**config.mk**
```make
export PLATFORM = sky130hd
export DESIGN_NAME = multicycle_controller
export DESIGN_NICKNAME = d
export VERILOG_FILES = /design/src/rtl/riscv_ctrl_pkg.sv /design/src/rtl/imm_src_decoder.sv /design/src/rtl/multicycle_controller.sv
export SDC_FILE = /design/constraint.sdc
export NUM_CORES = 1
export LEC_CHECK = 0
export ABC_AREA = 1
export CAP_MARGIN = 25
export CORE_MARGIN = 2
export CORE_UTILIZATION = 37
export DETAILED_ROUTE_END_ITERATION = 8
export GPL_TIMING_DRIVEN = 0
export PLACE_DENSITY = 0.79
export RECOVER_POWER = 25
export SLEW_MARGIN = 15
export SYNTH_ARGS = -nofsm -noshare
export SYNTH_HDL_FRONTEND = slang
export SYNTH_HIERARCHICAL = 1
export SYNTH_SLANG_ARGS = --single-unit
```
**constraint.sdc**
```tcl
create_clock -name clk -period 1.37 [get_ports clk]
set_input_delay 0.2055 -clock clk [delete_from_list [all_inputs] [get_ports clk]]
set_output_delay 0.2055 -clock clk [all_outputs]
set_load 0.1 [all_outputs]
```
**src/rtl/riscv_ctrl_pkg.sv**
```systemverilog
// Shared encodings for the multicycle RISC-V control unit: FSM states,
// opcodes and the datapath select/ALUOp/ResultSrc/ImmSrc codes.
package riscv_ctrl_pkg;

   typedef enum logic [3:0] {
      FETCH,
      DECODE,
      MEMADR,
      MEMREAD,
      MEMWB,
      MEMWRITE,
      EXECUTER,
      EXECUTEI,
      ALUWB,
      BEQ,
      JAL,
      LUI
   } state_t;

   localparam logic [6:0] OPC_LW    = 7'b0000011;
   localparam logic [6:0] OPC_SW    = 7'b0100011;
   localparam logic [6:0] OPC_RTYPE = 7'b0110011;
   localparam logic [6:0] OPC_ITYPE = 7'b0010011;
   localparam logic [6:0] OPC_BEQ   = 7'b1100011;
   localparam logic [6:0] OPC_JAL   = 7'b1101111;
   localparam logic [6:0] OPC_LUI   = 7'b0110111;

   localparam logic [1:0] ALUOP_ADD   = 2'b00;
   localparam logic [1:0] ALUOP_SUB   = 2'b01;
   localparam logic [1:0] ALUOP_FUNCT = 2'b10;

   localparam logic [1:0] RES_ALUOUT    = 2'b00;
   localparam logic [1:0] RES_DATA      = 2'b01;
   localparam logic [1:0] RES_ALURESULT = 2'b10;
   localparam logic [1:0] RES_IMM       = 2'b11;

   localparam logic [1:0] SRCA_PC    = 2'b00;
   localparam logic [1:0] SRCA_OLDPC = 2'b01;
   localparam logic [1:0] SRCA_REG   = 2'b10;

   localparam logic [1:0] SRCB_REG  = 2'b00;
   localparam logic [1:0] SRCB_IMM  = 2'b01;
   localparam logic [1:0] SRCB_FOUR = 2'b10;

   localparam logic [2:0] IMM_I = 3'b000;
   localparam logic [2:0] IMM_S = 3'b001;
   localparam logic [2:0] IMM_B = 3'b010;
   localparam logic [2:0] IMM_J = 3'b011;
   localparam logic [2:0] IMM_U = 3'b100;

endpackage

```
**src/rtl/imm_src_decoder.sv**
```systemverilog
// Immediate format select decoded directly from the opcode.
module imm_src_decoder
   import riscv_ctrl_pkg::*;
(
   input  logic [6:0] opc,
   output logic [2:0] ImmSrc
);

   // opcode to immediate format; unknown opcodes fall back to I-type
   always_comb begin
      ImmSrc = IMM_I;
      case (opc)
         OPC_LW, OPC_ITYPE: ImmSrc = IMM_I;
         OPC_SW:            ImmSrc = IMM_S;
         OPC_BEQ:           ImmSrc = IMM_B;
         OPC_JAL:           ImmSrc = IMM_J;
         OPC_LUI:           ImmSrc = IMM_U;
         default:           ImmSrc = IMM_I;
      endcase
   end

endmodule

```
**src/rtl/multicycle_controller.sv**
```systemverilog
// Multicycle RISC-V controller: Moore FSM driving datapath enables/selects.
// Optional memory wait states with timeout are enabled by defining MEM_WAIT_EN.
module multicycle_controller
   import riscv_ctrl_pkg::*;
#(
   parameter int unsigned MEM_TIMEOUT = 15
) (
   input  logic       clk,
   input  logic       reset,
   input  logic [6:0] opc,
   input  logic       zero,
   input  logic       mem_ready,
   output logic       PCUpdate,
   output logic       IRWrite,
   output logic       RegWrite,
   output logic       MemWrite,
   output logic       AdrSrc,
   output logic       PCWrite,
   output logic [1:0] ResultSrc,
   output logic [1:0] ALUSrcA,
   output logic [1:0] ALUSrcB,
   output logic [1:0] ALUOp,
   output logic [2:0] ImmSrc,
   output logic       illegal,
   output logic       mem_err
);

   state_t state, state_next;
   logic   ready;
   logic   timeout;

`ifdef MEM_WAIT_EN
   localparam int unsigned CNT_W = $clog2(MEM_TIMEOUT + 1);

   logic [CNT_W-1:0] wait_cnt;
   logic             waiting;

   assign waiting = (state == FETCH) || (state == MEMREAD) || (state == MEMWRITE);
   assign ready   = mem_ready;
   assign timeout = waiting && !mem_ready && (wait_cnt == CNT_W'(MEM_TIMEOUT));
   assign mem_err = timeout;

   // count stalled cycles in a wait state; cleared on progress or timeout
   always_ff @(posedge clk) begin
      if (reset)
         wait_cnt <= '0;
      else if (waiting && !mem_ready && !timeout)
         wait_cnt <= wait_cnt + 1'b1;
      else
         wait_cnt <= '0;
   end
`else
   localparam int unsigned unused_timeout = MEM_TIMEOUT;
   logic unused_mem_ready;

   assign unused_mem_ready = mem_ready;
   assign ready            = 1'b1;
   assign timeout          = 1'b0;
   assign mem_err          = 1'b0;
`endif

   // state register
   always_ff @(posedge clk) begin
      if (reset)
         state <= FETCH;
      else
         state <= state_next;
   end

   // next-state and per-state datapath controls
   always_comb begin
      state_next = state;
      PCUpdate   = 1'b0;
      IRWrite    = 1'b0;
      RegWrite   = 1'b0;
      MemWrite   = 1'b0;
      AdrSrc     = 1'b0;
      ResultSrc  = RES_ALUOUT;
      ALUSrcA    = SRCA_PC;
      ALUSrcB    = SRCB_REG;
      ALUOp      = ALUOP_ADD;
      illegal    = 1'b0;
      case (state)
         FETCH: begin
            IRWrite   = ready;
            PCUpdate  = ready;
            ALUSrcA   = SRCA_PC;
            ALUSrcB   = SRCB_FOUR;
            ALUOp     = ALUOP_ADD;
            ResultSrc = RES_ALURESULT;
            if (timeout)
               state_next = FETCH;
            else if (ready)
               state_next = DECODE;
         end
         DECODE: begin
            ALUSrcA = SRCA_OLDPC;
            ALUSrcB = SRCB_IMM;
            ALUOp   = ALUOP_ADD;
            case (opc)
               OPC_LW, OPC_SW: state_next = MEMADR;
               OPC_RTYPE:      state_next = EXECUTER;
               OPC_ITYPE:      state_next = EXECUTEI;
               OPC_BEQ:        state_next = BEQ;
               OPC_JAL:        state_next = JAL;
               OPC_LUI:        state_next = LUI;
               default: begin
                  illegal    = 1'b1;
                  state_next = FETCH;
               end
            endcase
         end
         MEMADR: begin
            ALUSrcA    = SRCA_REG;
            ALUSrcB    = SRCB_IMM;
            ALUOp      = ALUOP_ADD;
            state_next = (opc == OPC_SW) ? MEMWRITE : MEMREAD;
         end
         MEMREAD: begin
            ResultSrc = RES_ALUOUT;
            AdrSrc    = 1'b1;
            if (timeout)
               state_next = FETCH;
            else if (ready)
               state_next = MEMWB;
         end
         MEMWB: begin
            ResultSrc  = RES_DATA;
            RegWrite   = 1'b1;
            state_next = FETCH;
         end
         MEMWRITE: begin
            ResultSrc = RES_ALUOUT;
            AdrSrc    = 1'b1;
            MemWrite  = ready;
            if (timeout || ready)
               state_next = FETCH;
         end
         EXECUTER: begin
            ALUSrcA    = SRCA_REG;
            ALUSrcB    = SRCB_REG;
            ALUOp      = ALUOP_FUNCT;
            state_next = ALUWB;
         end
         EXECUTEI: begin
            ALUSrcA    = SRCA_REG;
            ALUSrcB    = SRCB_IMM;
            ALUOp      = ALUOP_FUNCT;
            state_next = ALUWB;
         end
         ALUWB: begin
            ResultSrc  = RES_ALUOUT;
            RegWrite   = 1'b1;
            state_next = FETCH;
         end
         BEQ: begin
            ALUSrcA    = SRCA_REG;
            ALUSrcB    = SRCB_REG;
            ALUOp      = ALUOP_SUB;
            ResultSrc  = RES_ALUOUT;
            state_next = FETCH;
         end
         JAL: begin
            ALUSrcA    = SRCA_OLDPC;
            ALUSrcB    = SRCB_FOUR;
            ALUOp      = ALUOP_ADD;
            ResultSrc  = RES_ALUOUT;
            PCUpdate   = 1'b1;
            state_next = ALUWB;
         end
         LUI: begin
            ResultSrc  = RES_IMM;
            RegWrite   = 1'b1;
            state_next = FETCH;
         end
         default: state_next = FETCH;
      endcase
   end

   assign PCWrite = PCUpdate | ((state == BEQ) & zero);

   imm_src_decoder u_imm_src_decoder (
      .opc    (opc),
      .ImmSrc (ImmSrc)
   );

endmodule

```
==> out/metrics.cfg, run 1 <==
[status]
status=stopped before the end
failing_step=5_1_grt
error_line=[ERROR DPL-0038] Utilization greater than 100%, impossible to legalize

[placement]
place_congestion=0.771
hpwl_mm=1.33
placed_area_um2=957
io_buffers=27

[sta]
worst_endpoint=ALUSrcB[1]
worst-ep-kind=top-level output

[clock_tree]
clockBufferDepth=2
hold_buffers=0
cts_made_buffers=3
clk_root_buffer_cell=clkbuf_4
h-tree-depth=1
cts.sinks=4

[synthesis]
async_flop_share_pct=0
synthesis.area_um2=551
synth_edf_count=0
synth_commonest_cells=nand2_1 (32), inv_1 (17), nor2_1 (16), nand3_1 (9)
synth_nets=117
synth_top_area_share_pct=21.8
yosysWarnings=6
ys_top_cells_by_area=nand2_1 (22%), dfxtp_1 (15%), inv_1 (12%)
synthFlopType=dfxtp_1
yosys.area.top_type=nand2_1
avgSynthCellArea_um2=5.19
synth_most_common_cell=nand2_1
yosysSeqAreaShare_pct=14.5
yosysUniqueCellTypes=21
syn_inst=106
synth-seq-cells=4

[global_routing]
grt_max_degree=7

[floorplanning]
die_x_um=42.6
die_h_um=42.6
num_rows=13
io_pins=30
initial_core_util_pct=40.8

==> through the flow <==
stage	worst slack, ns	std cells	hold WS, ns	setup TNS, ns
4_1_cts	-0.233	159	0.472	-2.04
2_1_floorplan	-0.873	106	0.265	-2.94
3_5_place_dp	-1.30	148	0.587	-16.33
3_3_place_gp	-1.29	148	0.575	-16.02
==> cells by family after synthesis <==
logic type | after synthesis | synth area share, %
AO/OA/AOI/OAI | 8 | 8.86
buffers and inverters | 22 | 16.4
flip-flops | 4 | 14.5
other | 1 | 0.681
AND/OR/NAND/NOR | 71 | 59.5
==> repair_timing <==
action                     in CTS
gates cloned                    0
pin swaps                      13
setup endpoints to repair      18
gates resized for setup       182
setup buffers                   8
==> run 2, diff against run 1 <==
Settings changed: CORE_AREA set to 2 2 63 65, CORE_MARGIN 2 to not set, CORE_UTILIZATION 37 to not set, DIE_AREA set to 0 0 65 67, PLACE_DENSITY 0.79 to not set, PLACE_DENSITY_LB_ADDON set to 0.15.
==> run 2 against run 1 <==
  * The flow now finishes, with violations (negative setup slack)
  * Synthesized cell count did not move
  * Synthesized area did not move
==> out/metrics.cfg, run 2 <==
[status]
status=finished, violations left
failed_checks=negative setup slack

[sta]
timing.hold.ws_ns=0.347
period_needed_ns=1.54
report.final.slew_viol_count=0
period_share_pct=112
hold_viol=0
rsz0062_at_grt=true
finClkSkew_ns=0.00372
max_freq_mhz=651
finalSetupViolCount=13
finalWorstSetupSlack_ns=-0.167
setup_tns_ns=-1.52

[worst_setup_path]
critical_path.cell_chain=nor2_4 -> buf_4 -> nand2_8 -> nand2_8 -> buf_8 -> buf_12
cp-start-kind=flip-flop
cpMaxStageDelayCell=dfxtp_4
arrival_ns=1.33
critPathKind=reg2out
r2r_slack_ns=0.08
cp_common_cell=nand2_8
required_ns=1.16
critPathMaxFanout=4
r2r_start=state[0]$_SDFF_PP0_
r2r-end=state[2]$_SDFF_PP0_
path_delay_family=buffers and inverters
max_stage_delay_ns=0.36
cp_num_buf_inv=3
endpoint_kind=primary output
reg2reg_depth=8

[synthesis]
synth-seq-cells=4  ; unchanged
avgSynthCellArea_um2=5.19  ; unchanged
yosysUniqueCellTypes=21  ; unchanged
synth_top_area_share_pct=21.8  ; unchanged
synth_commonest_cells=nand2_1 (32), inv_1 (17), nor2_1 (16), nand3_1 (9)
synth_edf_count=0  ; unchanged
ys_top_cells_by_area=nand2_1 (22%), dfxtp_1 (15%), inv_1 (12%)
synth_most_common_cell=nand2_1
yosysSeqAreaShare_pct=14.5  ; unchanged
yosysWarnings=6  ; unchanged
syn_inst=106  ; unchanged
async_flop_share_pct=0  ; unchanged
synth_nets=117  ; unchanged
synthesis.area_um2=551  ; unchanged
synthFlopType=dfxtp_1
yosys.area.top_type=nand2_1

[global_routing]
grt-ovfl-total=0
grt_pass1_vias=731
grt_pass1_wl_mm=2.97
gr-usage-all-layers_pct=8.33
antenna_found_initial=0
grt_max_degree=7

[finish]
finalInstanceArea_um2=1410
diodes=0
fin_util_pct=39.1
regMostFlops=state
fin_cells=199
fillCellCount=366
area_growth_pct=156
final_cell_mix=nand2_1 (19), buf_12 (15), buf_4 (13)
fin_nets=163
largestRegisters=state (4)
final_common_cell=nand2_1
largest_reg_flops=4
drive_gt1_share_pct=60.9

[min_path]
worstHoldStart=opc[4]
min_to=state[2]$_SDFF_PP0_
hp-class=in2reg
whs_path_depth=3

[pwr]
switchingPower_uw=373
p_total_uw=863
comb_power_share_pct=56.6
leakagePower_nw=0.628
internal_power_uw=490
clkPwrFrac_pct=29.4
sw_frac_of_total_pct=43.3
power_frac_seq_pct=14.0
powerDensity_nw_per_um2=613
ir_drop_mv=0.156

[routing]
drc=0
drtPass1Iterations=4
avgViaCountPerCell=3.93
routed_wl_mm=1.81
drtIter0Drc=11
num_vias=782
wl_per_cell_um=9.12
drtAntennaViolNets=0

[clock_tree]
clk_pin_slew_worst_paths_ns=0.03
cts_made_buffers=3  ; unchanged
clk-insertion-delay-late_ns=0.21
h-tree-depth=1  ; unchanged
clk_root_buffer_cell=clkbuf_8
cts_tree=done
clockBufferDepth=2  ; unchanged
cts.sinks=4  ; unchanged

[placement]
dp_slack_ns=-1.34  ; -0.0342 ns
placed_area_um2=998  ; +4.3%
dp_cells=181  ; +22%
io_buffers=27  ; unchanged
hpwl_mm=1.36  ; +1.9%
place_congestion=0.786  ; +2.0%

[floorplanning]
die_x_um=65  ; +53%
initial_core_util_pct=15.3  ; -26 points
io_pins=30  ; unchanged
num_rows=22  ; +9
die_area_um2=4360
die_h_um=67  ; +57%
coreArea_um2=3610

[job]
cap_violations=0

## run 2: cell counts after synthesis
Identical to the previous run, type by type.
## run 2: what timing repair did
item                                    4_1_cts  5_1_grt
hold buffers                                  0        0
buffers inserted                              6        8
pin swaps                                    13        9
resized for setup                           181       20
endpoints found under the setup margin       18       17
## run 2: kinds of logic after synthesis
kind of cell           after synthesis  synth area share, %
buffers and inverters               22                 16.4
AOI/OAI and AO/OA                    8                 8.86
DFF                                  4                 14.5
other                                1                0.681
and+or+nand+nor                     71                 59.5
## run 2: per-layer routing
metal  global-route usage [%]  part of all wire, %
met3                    0.845                  5.1
met5                        0                    0
met1                     9.77                   41
met4                     1.60                    0
met2                     16.2                   54
## run 2: final cells by class
| class | instances | area (um2) | share of cell area, % |
|---|---|---|---|
| clock buffers | 4 | 45.0 | 3.20 |
| repair buffers | 41 | 526 | 37.3 |
| flip-flops and latches | 4 | 95.1 | 6.75 |
| inverters | 20 | 93.8 | 6.66 |
| plain buffers | 2 | 22.5 | 1.60 |
| well taps | 48 | 60.1 | 4.26 |
| multi-input cells | 80 | 567 | 40.2 |
## run 2: worst reg2reg max path: cells and delay by family, from the launching register on
| family | cells | cell delay (ns) |
|---|---|---|
| AO/OA/AOI/OAI | 1 | 0.15 |
| flip-flops | 1 | 0.36 |
| buffers and inverters | 3 | 0.28 |
| AND/OR/NAND/NOR | 4 | 0.42 |
## run 2: how the worst max path moves through the flow
stage                                   start          to  slack, ns  cells past startpoint
final                     state[2]$_SDFF_PP0_  ALUSrcB[1]      -0.17                      6
after global routing      state[0]$_SDFF_PP0_  ALUSrcB[0]      -0.22                      6
after CTS                 state[3]$_SDFF_PP0_     illegal      -0.23                      6
after detailed placement               opc[4]     illegal      -1.34                      8
after global placement                 opc[4]     illegal      -1.34                      8
after floorplan           state[2]$_SDFF_PP0_  ALUSrcB[0]      -0.87                      4
## run 2: power by group through the flow
| stage | logic (mW) | registers [mW] | clock network [mW] |
|---|---|---|---|
| finish | 0.488 | 0.121 | 0.254 |
| global route | 0.511 | 0.121 | 0.272 |
| global placement | 0.380 | 0.123 | 0 |
| detailed placement | 0.380 | 0.123 | 0 |
| floorplan | 0.288 | 0.122 | 0 |
| CTS | 0.462 | 0.121 | 0.261 |
(Power assumes the default switching activity.)
